`src/rtl/skin_frame_controller_if.sv`:
```
// Result bus from the frame controller to the overlay/host logic.
// The controller drives the per-frame bounding box; the consumer drives bbox_ready.
interface skin_frame_controller_if #(
    parameter int CW = 10
);
    logic          bbox_valid;
    logic          bbox_ready;
    logic          bbox_found;
    logic [CW-1:0] bbox_x0;
    logic [CW-1:0] bbox_x1;
    logic [CW-1:0] bbox_y0;
    logic [CW-1:0] bbox_y1;
    logic [19:0]   skin_count;

    modport master (
        output bbox_valid, bbox_found, bbox_x0, bbox_x1, bbox_y0, bbox_y1, skin_count,
        input  bbox_ready
    );

    modport slave (
        input  bbox_valid, bbox_found, bbox_x0, bbox_x1, bbox_y0, bbox_y1, skin_count,
        output bbox_ready
    );
endinterface

```
`src/rtl/skin_frame_controller.sv`:
```
// Frame sequencer for the skin detector: forwards pixels, tracks raster position,
// accumulates the bounding box of detector hits and reports it once per frame.
module skin_frame_controller #(
    parameter int H_ACTIVE  = 640,
    parameter int V_ACTIVE  = 480,
    parameter int MIN_COUNT = 256,
    parameter int CW        = 10
) (
    input  logic                           clk,
    input  logic                           rst,
    input  logic                           frame_start_i,
    input  logic                           pix_valid_i,
    input  logic [15:0]                    pixel_i,
    input  logic                           det_enable_i,
    output logic                           det_valid_o,
    output logic [15:0]                    det_pixel_o,
    input  logic                           skin_i,
    skin_frame_controller_if.master        result,
    output logic                           frame_err_o,
    output logic                           busy_o
);

    typedef enum logic [1:0] {
        IDLE,
        ACTIVE,
        FLUSH,
        REPORT
    } state_e;

    localparam logic [CW-1:0] X_LAST    = CW'(H_ACTIVE - 1);
    localparam logic [CW-1:0] Y_LAST    = CW'(V_ACTIVE - 1);
    localparam logic [19:0]   MIN_CNT20 = 20'(MIN_COUNT);

    state_e        state_q, state_d;
    logic [CW-1:0] x_q, x_d, y_q, y_d;
    logic [CW-1:0] xD_q, yD_q;
    logic          vD_q, vD_d;
    logic          enL_q, enL_d;
    logic          frameErr_q, frameErr_d;
    logic          clearAcc, loadReport;

    logic [CW-1:0] minX_q, minX_d, maxX_q, maxX_d;
    logic [CW-1:0] minY_q, minY_d, maxY_q, maxY_d;
    logic [19:0]   count_q, count_d;

    logic          bboxFound_q;
    logic [CW-1:0] bboxX0_q, bboxX1_q, bboxY0_q, bboxY1_q;
    logic [19:0]   skinCount_q;

    logic          hit;
    logic          foundNext;

    always_comb begin
        state_d    = state_q;
        x_d        = x_q;
        y_d        = y_q;
        enL_d      = enL_q;
        vD_d       = 1'b0;
        frameErr_d = 1'b0;
        clearAcc   = 1'b0;
        loadReport = 1'b0;

        case (state_q)
            IDLE: begin
                if (frame_start_i) begin
                    enL_d    = det_enable_i;
                    clearAcc = 1'b1;
                    x_d      = '0;
                    y_d      = '0;
                    state_d  = ACTIVE;
                end
            end
            ACTIVE: begin
                // A restart discards the pixel presented in the same cycle.
                if (frame_start_i) begin
                    frameErr_d = 1'b1;
                    enL_d      = det_enable_i;
                    clearAcc   = 1'b1;
                    x_d        = '0;
                    y_d        = '0;
                end else if (pix_valid_i) begin
                    vD_d = 1'b1;
                    if (x_q == X_LAST) begin
                        x_d = '0;
                        if (y_q == Y_LAST) begin
                            state_d = FLUSH;
                        end else begin
                            y_d = y_q + 1'b1;
                        end
                    end else begin
                        x_d = x_q + 1'b1;
                    end
                end
            end
            FLUSH: begin
                loadReport = 1'b1;
                state_d    = REPORT;
                frameErr_d = frame_start_i;
            end
            REPORT: begin
                if (result.bbox_ready) begin
                    if (frame_start_i) begin
                        enL_d    = det_enable_i;
                        clearAcc = 1'b1;
                        x_d      = '0;
                        y_d      = '0;
                        state_d  = ACTIVE;
                    end else begin
                        state_d = IDLE;
                    end
                end else begin
                    frameErr_d = frame_start_i;
                end
            end
            default: state_d = IDLE;
        endcase
    end

    assign hit = vD_q & skin_i & enL_q;

    always_comb begin
        minX_d  = minX_q;
        maxX_d  = maxX_q;
        minY_d  = minY_q;
        maxY_d  = maxY_q;
        count_d = count_q;
        if (clearAcc) begin
            minX_d  = '1;
            minY_d  = '1;
            maxX_d  = '0;
            maxY_d  = '0;
            count_d = '0;
        end else if (hit) begin
            minX_d  = (xD_q < minX_q) ? xD_q : minX_q;
            maxX_d  = (xD_q > maxX_q) ? xD_q : maxX_q;
            minY_d  = (yD_q < minY_q) ? yD_q : minY_q;
            maxY_d  = (yD_q > maxY_q) ? yD_q : maxY_q;
            count_d = (&count_q) ? count_q : count_q + 20'd1;
        end
    end

    // The report snapshot uses next-state accumulators so the last pixel's hit is included.
    assign foundNext = enL_q & (count_d >= MIN_CNT20);

    always_ff @(posedge clk or posedge rst) begin
        if (rst) begin
            state_q     <= IDLE;
            x_q         <= '0;
            y_q         <= '0;
            xD_q        <= '0;
            yD_q        <= '0;
            vD_q        <= 1'b0;
            enL_q       <= 1'b0;
            frameErr_q  <= 1'b0;
            minX_q      <= '1;
            minY_q      <= '1;
            maxX_q      <= '0;
            maxY_q      <= '0;
            count_q     <= '0;
            bboxFound_q <= 1'b0;
            bboxX0_q    <= '0;
            bboxX1_q    <= '0;
            bboxY0_q    <= '0;
            bboxY1_q    <= '0;
            skinCount_q <= '0;
        end else begin
            state_q    <= state_d;
            x_q        <= x_d;
            y_q        <= y_d;
            xD_q       <= x_q;
            yD_q       <= y_q;
            vD_q       <= vD_d;
            enL_q      <= enL_d;
            frameErr_q <= frameErr_d;
            minX_q     <= minX_d;
            minY_q     <= minY_d;
            maxX_q     <= maxX_d;
            maxY_q     <= maxY_d;
            count_q    <= count_d;
            if (loadReport) begin
                bboxFound_q <= foundNext;
                bboxX0_q    <= foundNext ? minX_d : '0;
                bboxX1_q    <= foundNext ? maxX_d : '0;
                bboxY0_q    <= foundNext ? minY_d : '0;
                bboxY1_q    <= foundNext ? maxY_d : '0;
                skinCount_q <= count_d;
            end
        end
    end

    assign det_valid_o       = (state_q == ACTIVE) & pix_valid_i;
    assign det_pixel_o       = pixel_i;
    assign frame_err_o       = frameErr_q;
    assign busy_o            = (state_q != IDLE);
    assign result.bbox_valid = (state_q == REPORT);
    assign result.bbox_found = bboxFound_q;
    assign result.bbox_x0    = bboxX0_q;
    assign result.bbox_x1    = bboxX1_q;
    assign result.bbox_y0    = bboxY0_q;
    assign result.bbox_y1    = bboxY1_q;
    assign result.skin_count = skinCount_q;

endmodule

```
`src/flat_wrapper.sv`:
```
// flat-port wrapper written by rule: the top's interface ports become plain ports
module skin_frame_controller_flat 
#(
    parameter int H_ACTIVE  = 640,
    parameter int V_ACTIVE  = 480,
    parameter int MIN_COUNT = 256,
    parameter int CW        = 10
)
  (clk, rst, frame_start_i, pix_valid_i, pixel_i, det_enable_i, det_valid_o, det_pixel_o, skin_i, frame_err_o, busy_o, result_bbox_valid, result_bbox_found, result_bbox_x0, result_bbox_x1, result_bbox_y0, result_bbox_y1, result_skin_count, result_bbox_ready);
  skin_frame_controller_if #(.CW(CW)) result_i ();
  input  logic clk;
  input  logic rst;
  input  logic frame_start_i;
  input  logic pix_valid_i;
  input  logic [15:0] pixel_i;
  input  logic det_enable_i;
  output logic det_valid_o;
  output logic [15:0] det_pixel_o;
  input  logic skin_i;
  output logic frame_err_o;
  output logic busy_o;
  output wire logic [$bits(result_i.bbox_valid)-1:0] result_bbox_valid;
  output wire logic [$bits(result_i.bbox_found)-1:0] result_bbox_found;
  output wire logic [$bits(result_i.bbox_x0)-1:0] result_bbox_x0;
  output wire logic [$bits(result_i.bbox_x1)-1:0] result_bbox_x1;
  output wire logic [$bits(result_i.bbox_y0)-1:0] result_bbox_y0;
  output wire logic [$bits(result_i.bbox_y1)-1:0] result_bbox_y1;
  output wire logic [$bits(result_i.skin_count)-1:0] result_skin_count;
  input wire logic [$bits(result_i.bbox_ready)-1:0] result_bbox_ready;
  assign result_bbox_valid = result_i.bbox_valid;
  assign result_bbox_found = result_i.bbox_found;
  assign result_bbox_x0 = result_i.bbox_x0;
  assign result_bbox_x1 = result_i.bbox_x1;
  assign result_bbox_y0 = result_i.bbox_y0;
  assign result_bbox_y1 = result_i.bbox_y1;
  assign result_skin_count = result_i.skin_count;
  assign result_i.bbox_ready = result_bbox_ready;
  skin_frame_controller #(.H_ACTIVE(H_ACTIVE), .V_ACTIVE(V_ACTIVE), .MIN_COUNT(MIN_COUNT), .CW(CW)) u_core (.clk(clk), .rst(rst), .frame_start_i(frame_start_i), .pix_valid_i(pix_valid_i), .pixel_i(pixel_i), .det_enable_i(det_enable_i), .det_valid_o(det_valid_o), .det_pixel_o(det_pixel_o), .skin_i(skin_i), .result(result_i), .frame_err_o(frame_err_o), .busy_o(busy_o));
endmodule
```
`config.mk`:
```
export PLATFORM = sky130hd
export DESIGN_NAME = skin_frame_controller_flat
export DESIGN_NICKNAME = d
export VERILOG_FILES = /design/src/rtl/skin_frame_controller_if.sv /design/src/rtl/skin_frame_controller.sv /design/src/flat_wrapper.sv
export SDC_FILE = /design/constraint.sdc
export NUM_CORES = 1
export LEC_CHECK = 0
export ABC_CLOCK_PERIOD_IN_PS = 11300
export BUFFER_PORTS_ARGS = -buffer_cell sky130_fd_sc_hd__buf_2
export CAP_MARGIN = 20
export CORE_MARGIN = 8
export CORE_UTILIZATION = 47
export CTS_CLUSTER_DIAMETER = 80
export DETAILED_ROUTE_END_ITERATION = 7
export PLACE_DENSITY = 0.67
export SLEW_MARGIN = 25
export SYNTH_ARGS = -nofsm -noshare
export SYNTH_HDL_FRONTEND = slang
export SYNTH_SLANG_ARGS = --single-unit
```
`constraint.sdc`:
```
create_clock -name clk -period 11.3 [get_ports clk]
set_input_delay 1.13 -clock clk [delete_from_list [all_inputs] [get_ports clk]]
set_output_delay 1.13 -clock clk [all_outputs]
set_load 0.005 [all_outputs]
```
==> results of run 1 <==
## Yosys cell counts (8+ instances only)
cell,count,area share
dfrtp_1,146,0.45
nand2_1,49,0.023
ha_1,46,0.071
inv_1,46,0.021
nor2_1,42,0.020
a32o_1,40,0.050
nand3_1,37,0.023
clkbuf_1,24,0.011
mux2_2,21,0.029
mux2i_1,21,0.026
dfstp_2,20,0.065
o31ai_1,19,0.018
a21oi_1,16,0.0099
buf_4,16,0.015
nand4_1,13,0.010
nor3_1,13,0.0081
xor2_1,13,0.014
o21ai_0,12,0.0075
and4_1,8,0.0087
o21a_1,8,0.0075
## worst paths after layout
check	end	slack, ns	depth (start not counted)
min in group asynchronous	u_core.y_q[6]$_DFFE_PP0P_	0.88	2
max reg2reg	u_core.result.bbox_x1[8]$_DFFE_PP0N_	7.99	10
max in group asynchronous	u_core.maxX_q[2]$_DFF_PP0_	9.08	3
min reg2reg	u_core.xD_q[6]$_DFF_PP0_	0.43	0
max	u_core.result.bbox_x1[8]$_DFFE_PP0N_	7.89	8
min	u_core.xD_q[6]$_DFF_PP0_	0.43	0
## worst register-to-register path: cells and delay by family, from the launching register on
| kind | cells | cell delay (ns) |
|---|---|---|
| and+or+nand+nor | 5 | 1.23 |
| AOI/OAI and AO/OA | 2 | 0.66 |
| buffers and inverters | 2 | 0.57 |
| DFF | 1 | 0.45 |
| adders and majority gates | 1 | 0.28 |
## stage by stage
step | power, mW | utilization | worst slack [ns] | hold WS (ns)
CTS | 1.384 | 0.5392 | 7.963 | 0.4217
detailed placement | 0.6853 | 0.4976 | 7.451 | 0.4187
global route | 1.416 | 0.5392 | 7.700 | 0.4496
floorplan | 0.6710 | - | 5.713 | 0.3839
finish | 1.369 | 0.5392 | 7.890 | 0.4262
global placement | 0.6829 | 0.4971 | 7.596 | 0.3997
## layer usage
metal	vias up	GRT usage	routed length (um)
li1	2702	-	-
met1	2835	0.2264	8462
met5	-	0	0
met2	163	0.2804	8549
met4	0	0.06221	224
met3	20	0.03845	826
## power breakdown
group / total, mW / internal (mW) / switching, mW
sequential: 0.617 / 0.607 / 0.0107
combinational: 0.0572 / 0.0179 / 0.0394
clock: 0.695 / 0.459 / 0.235
total: 1.37 / 1.08 / 0.285
## cell usage in the layout (no fill, tap or decap), types with 3 or more instances in the layout
master     instances
nor2b_1            5
and3_1             3
or3_1              5
buf_4              6
o21a_1             8
xnor2_1            7
dfrtp_1          146
nand2b_1           3
inv_1             45
clkbuf_16         17
a32o_1            40
nand2_1           49
buf_2             71
nand4_1           13
nor2_1            42
and2_1             4
a211oi_1           6
nand4b_1           3
dfstp_2           20
o21ai_0           12
and4_1             8
a31oi_1            6
or4_1              4
mux2_2            21
nor4_1             3
nand3_1           37
nor4_2             3
mux2i_1           21
ha_1              46
bufinv_16          8
o31ai_1           19
a2111oi_0          4
a21oi_1           16
o211ai_1           7
xor2_1            13
nor3_1            13
## cell type report
type | instances | area share
tap | 225 | 0.03072
timing repair buffer | 77 | 0.04369
inverter | 46 | 0.01939
clock buffer | 19 | 0.04724
clock inverter | 13 | 0.03003
multi-input combinational | 451 | 0.3730
sequential | 166 | 0.4560
## kinds of logic after synthesis
logic type,share of synthesized area
muxes,0.05547
xor gates and xnor gates,0.02175
adders and majority gates,0.07147
and+or+nand+nor,0.1403
DFF,0.5190
AOI/OAI and AO/OA,0.1346
buffers and inverters,0.05749
==> summary.json, run 1 <==
{
  "ys_seq_area_frac": {"value": 0.5190},
  "hold_class": {"value": "reg -> reg"},
  "post_synth_edffs": {"value": 0},
  "clkTransAtPathRegs": {"value": 0.06, "unit": "ns"},
  "async_flop_share": {"value": 1.000},
  "hold_violation_count_in_the_final_report": {"value": 0},
  "final.period_utilization": {"value": 0.3018},
  "dpl.hpwl": {"value": 12480, "unit": "um"},
  "worst_r2r_startpoint": {"value": "u_core.state_q[0]$_DFFE_PP0P_"},
  "synthDistinctLibCells": {"value": 62},
  "pin_count_of_the_biggest_net_entering_global_routing": {"value": 101},
  "drt_iter0_drc": {"value": 424},
  "initial_cell_density_of_the_core": {"value": 0.4738},
  "outcome": {"value": "finished, final reports clean"},
  "cts-htree-levels": {"value": 4},
  "worstPathCellList": {"value": "buf_2 > nand3_2 > nor2_1 > o2111ai_2 > or4b_4 > a31oi_4 > nand4b_4 > a32o_1"},
  "postCtsSetupBuffers": {"value": 0},
  "netlist_area": {"value": 0.008053, "unit": "sq mm"},
  "placement.cell_area": {"value": 0.008457, "unit": "sq mm"},
  "ir_worst_vdd": {"value": 0.1048, "unit": "mV"},
  "finalClockSkew": {"value": 0.007507, "unit": "ns"},
  "synthesis.instances": {"value": 715},
  "dpl.cell_count": {"value": 965},
  "syn-mean-instance-area": {"value": 11.26, "unit": "sq um"},
  "seq_area": {"value": 0.004179, "unit": "sq mm"},
  "place.port_buffers": {"value": 71},
  "design.final.nets": {"value": 828},
  "worstMarginPinSlew": {"value": 1.018, "unit": "ns"},
  "crit_arrival": {"value": 3.72, "unit": "ns"},
  "synthesis.yosys.warnings": {"value": 0},
  "cp_slowest_cell": {"value": "or4b_4"},
  "drt-vias-per-instance": {"value": 5.737},
  "cts_buffers": {"value": 17},
  "ctsHoldBuffers": {"value": 0},
  "ctsRootBufferMaster": {"value": "clkbuf_16"},
  "area_growth": {"value": 13.81, "unit": "%"},
  "synth.ff_latch_count": {"value": 166},
  "global_route.overflow_total": {"value": 0},
  "cp_top_family": {"value": "simple AND/OR/NAND/NOR gates"},
  "post_cts.resized_instances": {"value": 0},
  "std_cell_rows": {"value": 48},
  "cp.required": {"value": 11.61, "unit": "ns"},
  "vias": {"value": 5720},
  "gpl.final_weighted_congestion": {"value": 0.8449},
  "cap_viol_max_count": {"value": 0},
  "crit_buf_inv": {"value": 1},
  "antenna_violations_before_repair": {"value": 0},
  "worst_slew_margin_rel": {"value": 0.3212},
  "crit_type": {"value": "in -> reg"},
  "wire_length_of_the_first_global_routing_pass": {"value": 30420, "unit": "um"},
  "drt-pass1-iter-count": {"value": 5},
  "instances_no_fill": {"value": 997},
  "antenna_cells_inserted": {"value": 0},
  "total_leakage_power": {"value": 4.579, "unit": "nW"},
  "chipHeight": {"value": 146.9, "unit": "um"},
  "grt_pass1_vias": {"value": 5992},
  "final_layout_size_suffix_gt1_frac": {"value": 0.2150},
  "ys_dominant_reg_cell": {"value": "dfrtp_1"},
  "cts_tree": {"value": "done"},
  "clkSinkCount": {"value": 166},
  "route.detailed.wl_per_inst": {"value": 18.12, "unit": "um"},
  "slew_violations": {"value": 0},
  "design.core.area": {"value": 0.01700, "unit": "sq mm"},
  "horizontal_extent_of_the_die": {"value": 146.9, "unit": "um"},
  "slowest_delay": {"value": 0.57, "unit": "ns"},
  "stdcell_area": {"value": 0.009165, "unit": "sq mm"},
  "worstSetupStartpointType": {"value": "input port"},
  "max_clock_freq": {"value": 293.2, "unit": "MHz"},
  "wirelength": {"value": 18060, "unit": "um"},
  "pwr_density_cell": {"value": 149.4, "unit": "mW/mm^2"},
  "max-clock-path-buffers": {"value": 2},
  "critical_path.max_fanout": {"value": 41},
  "die-area": {"value": 0.02158, "unit": "sq mm"},
  "antenna_violating_nets_post_route": {"value": 0},
  "unrepaired_setup_endpoints_after_global_routing": {"value": "false"},
  "postSynthNetCount": {"value": 784},
  "n_fill_cell": {"value": 1467},
  "crit_start": {"value": "skin_i"},
  "final.setup.tns": {"value": 0, "unit": "ns"},
  "area_of_the_multi_input_gates": {"value": 0.003418, "unit": "sq mm"},
  "setup_viol": {"value": 0},
  "io_pins": {"value": 104},
  "critical_path.endpoint_type": {"value": "register"},
  "insertion_delay": {"value": 0.43, "unit": "ns"},
  "grt_use_total": {"value": 0.1738},
  "post-route-drc-count": {"value": 0},
  "worstHoldStart": {"value": "u_core.x_q[6]$_DFFE_PP0P_"},
  "timing.final.crit_period": {"value": 3.410, "unit": "ns"}
}
Power figures use the tool's default switching activity.
==> run 2, diff against run 1 <==
ABC_AREA = 1   (was default)
ABC_CLOCK_PERIOD_IN_PS = 3090   (was 11300)
PLACE_DENSITY = 0.69   (was 0.67)
clock period = 3.09 ns   (was 11.3 ns; I/O delays follow)
==> run 2 against run 1 <==
Critical path depth increased by 3. Highest routed layer unchanged. Synthesized area up 11%. Clock power grew to 2.7 times the previous value. Largest cell class unchanged. Combinational power rose to 6.8 times the previous value.
==> summary.json, run 2 <==
{
  "sequentialPowerShare": {"value": 0.497},
  "synthesis.yosys.warnings": {"value": 0},
  "wirelength": {"value": 19840, "unit": "um"},
  "critical_path.max_fanout": {"value": 11},
  "route.detailed.wl_per_inst": {"value": 14.32, "unit": "um"},
  "grt_pass1_vias": {"value": 6967},
  "clkTransAtPathRegs": {"value": 0.06, "unit": "ns"},
  "net-switching-power": {"value": 1.182, "unit": "mW"},
  "gpl.final_weighted_congestion": {"value": 0.8999},
  "ctsRootBufferMaster": {"value": "clkbuf_16"},
  "cts_buffers": {"value": 17},
  "crit_type": {"value": "reg -> reg"},
  "synth.ff_latch_count": {"value": 166},
  "synth_top_area_cell": {"value": "dfrtp_1"},
  "outcome": {"value": "finished, final reports clean"},
  "placement.cell_area": {"value": 0.009373, "unit": "sq mm"},
  "die-area": {"value": 0.02362, "unit": "sq mm"},
  "power.share.clock": {"value": 0.418},
  "worst-r2r-cell-count": {"value": 11},
  "io_pins": {"value": 104},
  "dpl.cell_count": {"value": 1354},
  "worst_slew_margin_rel": {"value": 0.3680},
  "netlist_area": {"value": 0.008911, "unit": "sq mm"},
  "grt.met3_usage": {"value": 0.03559},
  "worstMarginPinSlew": {"value": 0.9480, "unit": "ns"},
  "drt-vias-per-instance": {"value": 5.122},
  "final.setup.tns": {"value": 0, "unit": "ns"},
  "power.total": {"value": 4.573, "unit": "mW"},
  "timing.final.crit_period": {"value": 2.721, "unit": "ns"},
  "antenna_violations_before_repair": {"value": 0},
  "max-clock-path-buffers": {"value": 2},
  "crit_arrival": {"value": 3.01, "unit": "ns"},
  "global_route.overflow_total": {"value": 0},
  "instances_no_fill": {"value": 1386},
  "synthesis.instances": {"value": 1092},
  "setup_viol": {"value": 0},
  "design.final.nets": {"value": 1208},
  "unrepaired_setup_endpoints_after_global_routing": {"value": "false"},
  "synthDistinctLibCells": {"value": 38},
  "antenna_violating_nets_post_route": {"value": 0},
  "total_leakage_power": {"value": 4.789, "unit": "nW"},
  "post_synth_edffs": {"value": 0},
  "cap_viol_max_count": {"value": 0},
  "area_growth": {"value": 11.13, "unit": "%"},
  "post-route-drc-count": {"value": 0},
  "final.period_utilization": {"value": 0.8807},
  "power_switching_share": {"value": 0.2585},
  "antenna_cells_inserted": {"value": 0},
  "wire_length_of_the_first_global_routing_pass": {"value": 33800, "unit": "um"},
  "chipHeight": {"value": 153.7, "unit": "um"},
  "finalClockSkew": {"value": 0.01126, "unit": "ns"},
  "pin_count_of_the_biggest_net_entering_global_routing": {"value": 167},
  "design.core.area": {"value": 0.01864, "unit": "sq mm"},
  "async_flop_share": {"value": 1.000},
  "ys_top_cells_by_area": {"value": "dfrtp_1 41%, nand2_1 13%, ha_1 6.5%"},
  "ir_worst_vdd": {"value": 0.3048, "unit": "mV"},
  "initial_cell_density_of_the_core": {"value": 0.4780},
  "synth.top_cell.area_share": {"value": 0.4100},
  "postSynthNetCount": {"value": 1161},
  "cts_tree": {"value": "done"},
  "dpl.hpwl": {"value": 13970, "unit": "um"},
  "synth_top_cells_by_count": {"value": "297 x nand2_1, 146 x dfrtp_1, 144 x inv_1"},
  "horizontal_extent_of_the_die": {"value": 153.7, "unit": "um"},
  "ys_dominant_reg_cell": {"value": "dfrtp_1"},
  "slew_violations": {"value": 0},
  "power_report.internal_total": {"value": 3.391, "unit": "mW"},
  "pwr_density_cell": {"value": 461.7, "unit": "mW/mm^2"},
  "stdcell_area": {"value": 0.009903, "unit": "sq mm"},
  "yosysMostFrequentCell": {"value": "nand2_1"},
  "globalRouteMet1Util": {"value": 0.2303},
  "cp.required": {"value": 3.38, "unit": "ns"},
  "worst_r2r_startpoint": {"value": "u_core.state_q[1]$_DFFE_PP0P_"},
  "max_clock_freq": {"value": 367.5, "unit": "MHz"},
  "grt_util_met2": {"value": 0.2765},
  "comb_power_share": {"value": 0.085},
  "vias": {"value": 7099},
  "crit_start": {"value": "u_core.state_q[1]$_DFFE_PP0P_"},
  "syn-mean-instance-area": {"value": 8.160, "unit": "sq um"},
  "critical_path.endpoint_type": {"value": "register"},
  "grt_most_used_layer": {"value": "met2"},
  "worstSetupStartpointType": {"value": "register"},
  "final_layout_size_suffix_gt1_frac": {"value": 0.1693},
  "ys_seq_area_frac": {"value": 0.4690},
  "grt_use_total": {"value": 0.1734},
  "place.port_buffers": {"value": 71},
  "cts-htree-levels": {"value": 4},
  "drt_iter0_drc": {"value": 437},
  "hold_class": {"value": "in -> async"},
  "std_cell_rows": {"value": 50},
  "drt-pass1-iter-count": {"value": 5},
  "insertion_delay": {"value": 0.42, "unit": "ns"},
  "hold_violation_count_in_the_final_report": {"value": 0},
  "final_common_cell": {"value": "nand2_1"},
  "layout.cells.most_common_list": {"value": "297 x nand2_1, 146 x dfrtp_1, 141 x inv_1, 83 x nor2_1, 80 x o21ai_0"},
  "clkSinkCount": {"value": 166}
}
## run 2: logic make-up after synthesis
logic type,after synthesis,synth area share
buffers and inverters,203,0.09716
xor gates and xnor gates,8,0.007863
DFF,166,0.4690
and+or+nand+nor,535,0.2810
AOI/OAI and AO/OA,134,0.08045
adders and majority gates,46,0.06459
## run 2: timing repair
| item | CTS | global route |
|---|---|---|
| gates resized for setup | 0 | 1 |
| endpoints found under the setup margin | 0 | 4 |
| buffers inserted | 0 | 0 |
| hold buffers | 0 | 0 |
## run 2: per-layer routing
| metal | part of all wire | up-vias |
|---|---|---|
| met5 | 0 | - |
| li1 | - | 3563 |
| met1 | 0.48 | 3367 |
| met2 | 0.46 | 147 |
| met3 | 0.046 | 22 |
| met4 | 0.017 | 0 |
## run 2: power by group through the flow
stage               sequential (mW)  clock (mW)  combinational (mW)
floorplan                      2.30           0               0.331
global placement               2.31           0               0.384
detailed placement             2.31           0               0.393
CTS                            2.27        1.96               0.396
global route                   2.28        2.05               0.450
finish                         2.27        1.91               0.390
## run 2: final timing paths
check	to	slack (ns)
worst max-delay path	u_core.y_q[6]$_DFFE_PP0P_	0.37
worst min-delay path	u_core.count_q[7]$_DFF_PP0_	0.11
worst max register to register	u_core.y_q[6]$_DFFE_PP0P_	0.37
worst min register to register	u_core.xD_q[0]$_DFF_PP0_	0.41
max in group asynchronous	u_core.y_q[2]$_DFFE_PP0P_	2.25
min in group clk	u_core.enL_q$_DFFE_PP0P_	0.11
## run 2: area by class of cell
class                   instances  area (sq um)
fillers                      1780          8740
inverters                     150         566.8
repair buffers                 81         471.7
flip-flops and latches        166          4179
clock inverters                12         80.08
multi-input cells             723          3866
clock buffers                  20         446.7
well taps                     234         292.8
## run 2: worst max-delay path, cell delays in order (launching register included)
cell     delay, ns
dfrtp_1       0.42
inv_1         0.10
ha_1          0.23
nand2_1       0.09
inv_1         0.05
o21ai_1       0.43
nor2_2        0.19
o21ai_1       0.45
inv_1         0.27
nand3_1       0.15
xor2_1        0.16
nor2_1        0.05
## run 2: per-stage QoR
step | setup WS [ns] | utilization | hold WS [ns]
after global placement | 0.3976 | 0.5028 | 0.4009
after detailed placement | 0.2803 | 0.5028 | 0.4061
after CTS | 0.2865 | 0.5310 | 0.09380
final | 0.3686 | 0.5312 | 0.1072
after floorplan | 0.6846 | - | 0.3746
after global routing | 0.08297 | 0.5312 | 0.1219
==> run 3, diff against run 2 <==
CTS_BUF_LIST = sky130_fd_sc_hd__clkbuf_8 sky130_fd_sc_hd__clkbuf_16   (was default)
==> run 3 against run 2 <==
Clock power about the same. Flip-flop and latch count unchanged. Non-clock buffer count stayed put. Power shrank 0.13%. Via count is essentially flat. Final area did not move. Global-route usage did not move. Register-to-register slack is essentially flat. Die area unchanged. Largest power group unchanged.
==> summary.json, run 3 (synthesis gave the netlist of run 2 again) <==
{
  "outcome": {"value": "finished, final reports clean"},
  "clkSinkCount": {"value": 166},
  "ctsHoldBuffers": {"value": 0},
  "dpl.hpwl": {"value": 13970, "unit": "um"},
  "max_clock_freq": {"value": 368.1, "unit": "MHz"},
  "horizontal_extent_of_the_die": {"value": 153.7, "unit": "um"},
  "chipHeight": {"value": 153.7, "unit": "um"},
  "area_growth": {"value": 11.13, "unit": "%"},
  "drt-vias-per-instance": {"value": 5.118},
  "antenna_violations_before_repair": {"value": 0},
  "ir_worst_vdd": {"value": 0.3054, "unit": "mV"},
  "grt_pass1_vias": {"value": 6967},
  "wirelength": {"value": 19820, "unit": "um"},
  "final_layout_size_suffix_gt1_frac": {"value": 0.1693},
  "design.core.area": {"value": 0.01864, "unit": "sq mm"},
  "cts_tree": {"value": "done"},
  "global_route.overflow_total": {"value": 0},
  "ctsRootBufferMaster": {"value": "clkbuf_16"},
  "antenna_cells_inserted": {"value": 0},
  "route.detailed.wl_per_inst": {"value": 14.30, "unit": "um"},
  "cts-htree-levels": {"value": 4},
  "unrepaired_setup_endpoints_after_global_routing": {"value": "false"},
  "final.period_utilization": {"value": 0.8792},
  "cts_buffers": {"value": 17},
  "cp.required": {"value": 3.38, "unit": "ns"},
  "cap_viol_max_count": {"value": 0},
  "insertion_delay": {"value": 0.43, "unit": "ns"},
  "drt-pass1-iter-count": {"value": 5},
  "io_pins": {"value": 104},
  "hold_violation_count_in_the_final_report": {"value": 0},
  "worst_slew_margin_rel": {"value": 0.3787},
  "wire_length_of_the_first_global_routing_pass": {"value": 33800, "unit": "um"},
  "pin_count_of_the_biggest_net_entering_global_routing": {"value": 167},
  "worst_reg2reg_setup_slack": {"value": 0.37, "unit": "ns"},
  "hold_slack": {"value": 0.1103, "unit": "ns"},
  "grt_use_total": {"value": 0.1734},
  "final.setup.tns": {"value": 0, "unit": "ns"},
  "final_common_cell": {"value": "nand2_1"},
  "total_leakage_power": {"value": 4.798, "unit": "nW"},
  "pwr_density_cell": {"value": 461.1, "unit": "mW/mm^2"},
  "postCtsSetupBuffers": {"value": 0},
  "worst_r2r_startpoint": {"value": "u_core.state_q[1]$_DFFE_PP0P_"},
  "gpl.final_weighted_congestion": {"value": 0.8999},
  "critical_path.max_fanout": {"value": 11},
  "antenna_violating_nets_post_route": {"value": 0},
  "max-clock-path-buffers": {"value": 2},
  "placement.cell_area": {"value": 0.009373, "unit": "sq mm"},
  "n_fill_cell": {"value": 1780},
  "worstSetupStartpointType": {"value": "register"},
  "die-area": {"value": 0.02362, "unit": "sq mm"},
  "stdcell_area": {"value": 0.009903, "unit": "sq mm"},
  "initial_cell_density_of_the_core": {"value": 0.4780},
  "hold_class": {"value": "in -> async"},
  "critical_path.endpoint_type": {"value": "register"},
  "crit_type": {"value": "reg -> reg"},
  "slew_violations": {"value": 0},
  "setup_viol": {"value": 0},
  "worstMarginPinSlew": {"value": 0.9319, "unit": "ns"},
  "timing.final.crit_period": {"value": 2.717, "unit": "ns"},
  "post-route-drc-count": {"value": 0},
  "drt_iter0_drc": {"value": 443},
  "layout.cells.most_common_list": {"value": "297 x nand2_1, 146 x dfrtp_1, 143 x inv_1, 83 x nor2_1, 80 x o21ai_0"},
  "design.final.nets": {"value": 1208},
  "vias": {"value": 7094},
  "rr_endpoint": {"value": "u_core.y_q[6]$_DFFE_PP0P_"},
  "std_cell_rows": {"value": 50},
  "place.port_buffers": {"value": 71},
  "clkTransAtPathRegs": {"value": 0.06, "unit": "ns"},
  "crit_arrival": {"value": 3.01, "unit": "ns"},
  "finalClockSkew": {"value": 0.01163, "unit": "ns"},
  "worst-r2r-cell-count": {"value": 11},
  "post_cts.resized_instances": {"value": 0}
}
[run 3: per-layer routing]
| metal | up-vias | part of all wire | track usage | wire length, um |
|---|---|---|---|---|
| li1 | 3563 | - | - | - |
| met1 | 3361 | 0.48 | 0.2303 | 9503 |
| met2 | 148 | 0.46 | 0.2765 | 9112 |
| met3 | 22 | 0.044 | 0.03559 | 875 |
| met4 | 0 | 0.017 | 0.06206 | 330 |
| met5 | - | 0 | 0 | 0 |
[run 3: worst max-delay path: stages (launching register included)]
cell and delay [ns]:
dfrtp_1 0.42, inv_1 0.10, ha_1 0.23, nand2_1 0.09
inv_1 0.05, o21ai_1 0.43, nor2_2 0.19, o21ai_1 0.45
inv_1 0.27, nand3_1 0.15, xor2_1 0.15, nor2_1 0.05
[run 3: how the worst max path moves through the flow]
stage | start | end | slack, ns | cells after the start
5_1_grt | u_core.state_q[1]$_DFFE_PP0P_ | u_core.y_q[6]$_DFFE_PP0P_ | 0.08 | 11
2_1_floorplan | rst | u_core.count_q[0]$_DFF_PP0_ | 0.68 | 1
3_5_place_dp | u_core.y_q[0]$_DFFE_PP0P_ | u_core.y_q[6]$_DFFE_PP0P_ | 0.28 | 9
4_1_cts | u_core.y_q[0]$_DFFE_PP0P_ | u_core.y_q[6]$_DFFE_PP0P_ | 0.29 | 9
3_3_place_gp | u_core.state_q[1]$_DFFE_PP0P_ | u_core.result.bbox_y0[7]$_DFFE_PP0N_ | 0.40 | 14
6_report | u_core.state_q[1]$_DFFE_PP0P_ | u_core.y_q[6]$_DFFE_PP0P_ | 0.37 | 11
[run 3: cell type report]
cell class                      count  area (sq um)  area share
Sequential cell                   166          4179      0.4220
Multi-Input combinational cell    723          3866      0.3904
Inverter                          150         566.8     0.05723
Timing Repair Buffer               81         471.7     0.04763
Clock buffer                       18         439.2     0.04435
Tap cell                          234         292.8     0.02956
Clock inverter                     14         87.58    0.008844
[run 3: power by group]
part	total [mW]	internal [mW]	switching, mW	leakage, nW
registers	2.27	2.23	0.0432	1.91
clock network	1.91	1.04	0.869	0.257
logic	0.389	0.118	0.271	2.63
[run 3: through the flow]
step	power, mW	std cells	setup WS (ns)	util
2_1_floorplan	2.627	1092	0.6846	-
3_3_place_gp	2.692	1354	0.3976	0.5028
3_5_place_dp	2.702	1354	0.2803	0.5028
4_1_cts	4.620	1386	0.2865	0.5310
5_1_grt	4.766	1386	0.08297	0.5312
6_report	4.567	1386	0.3732	0.5312
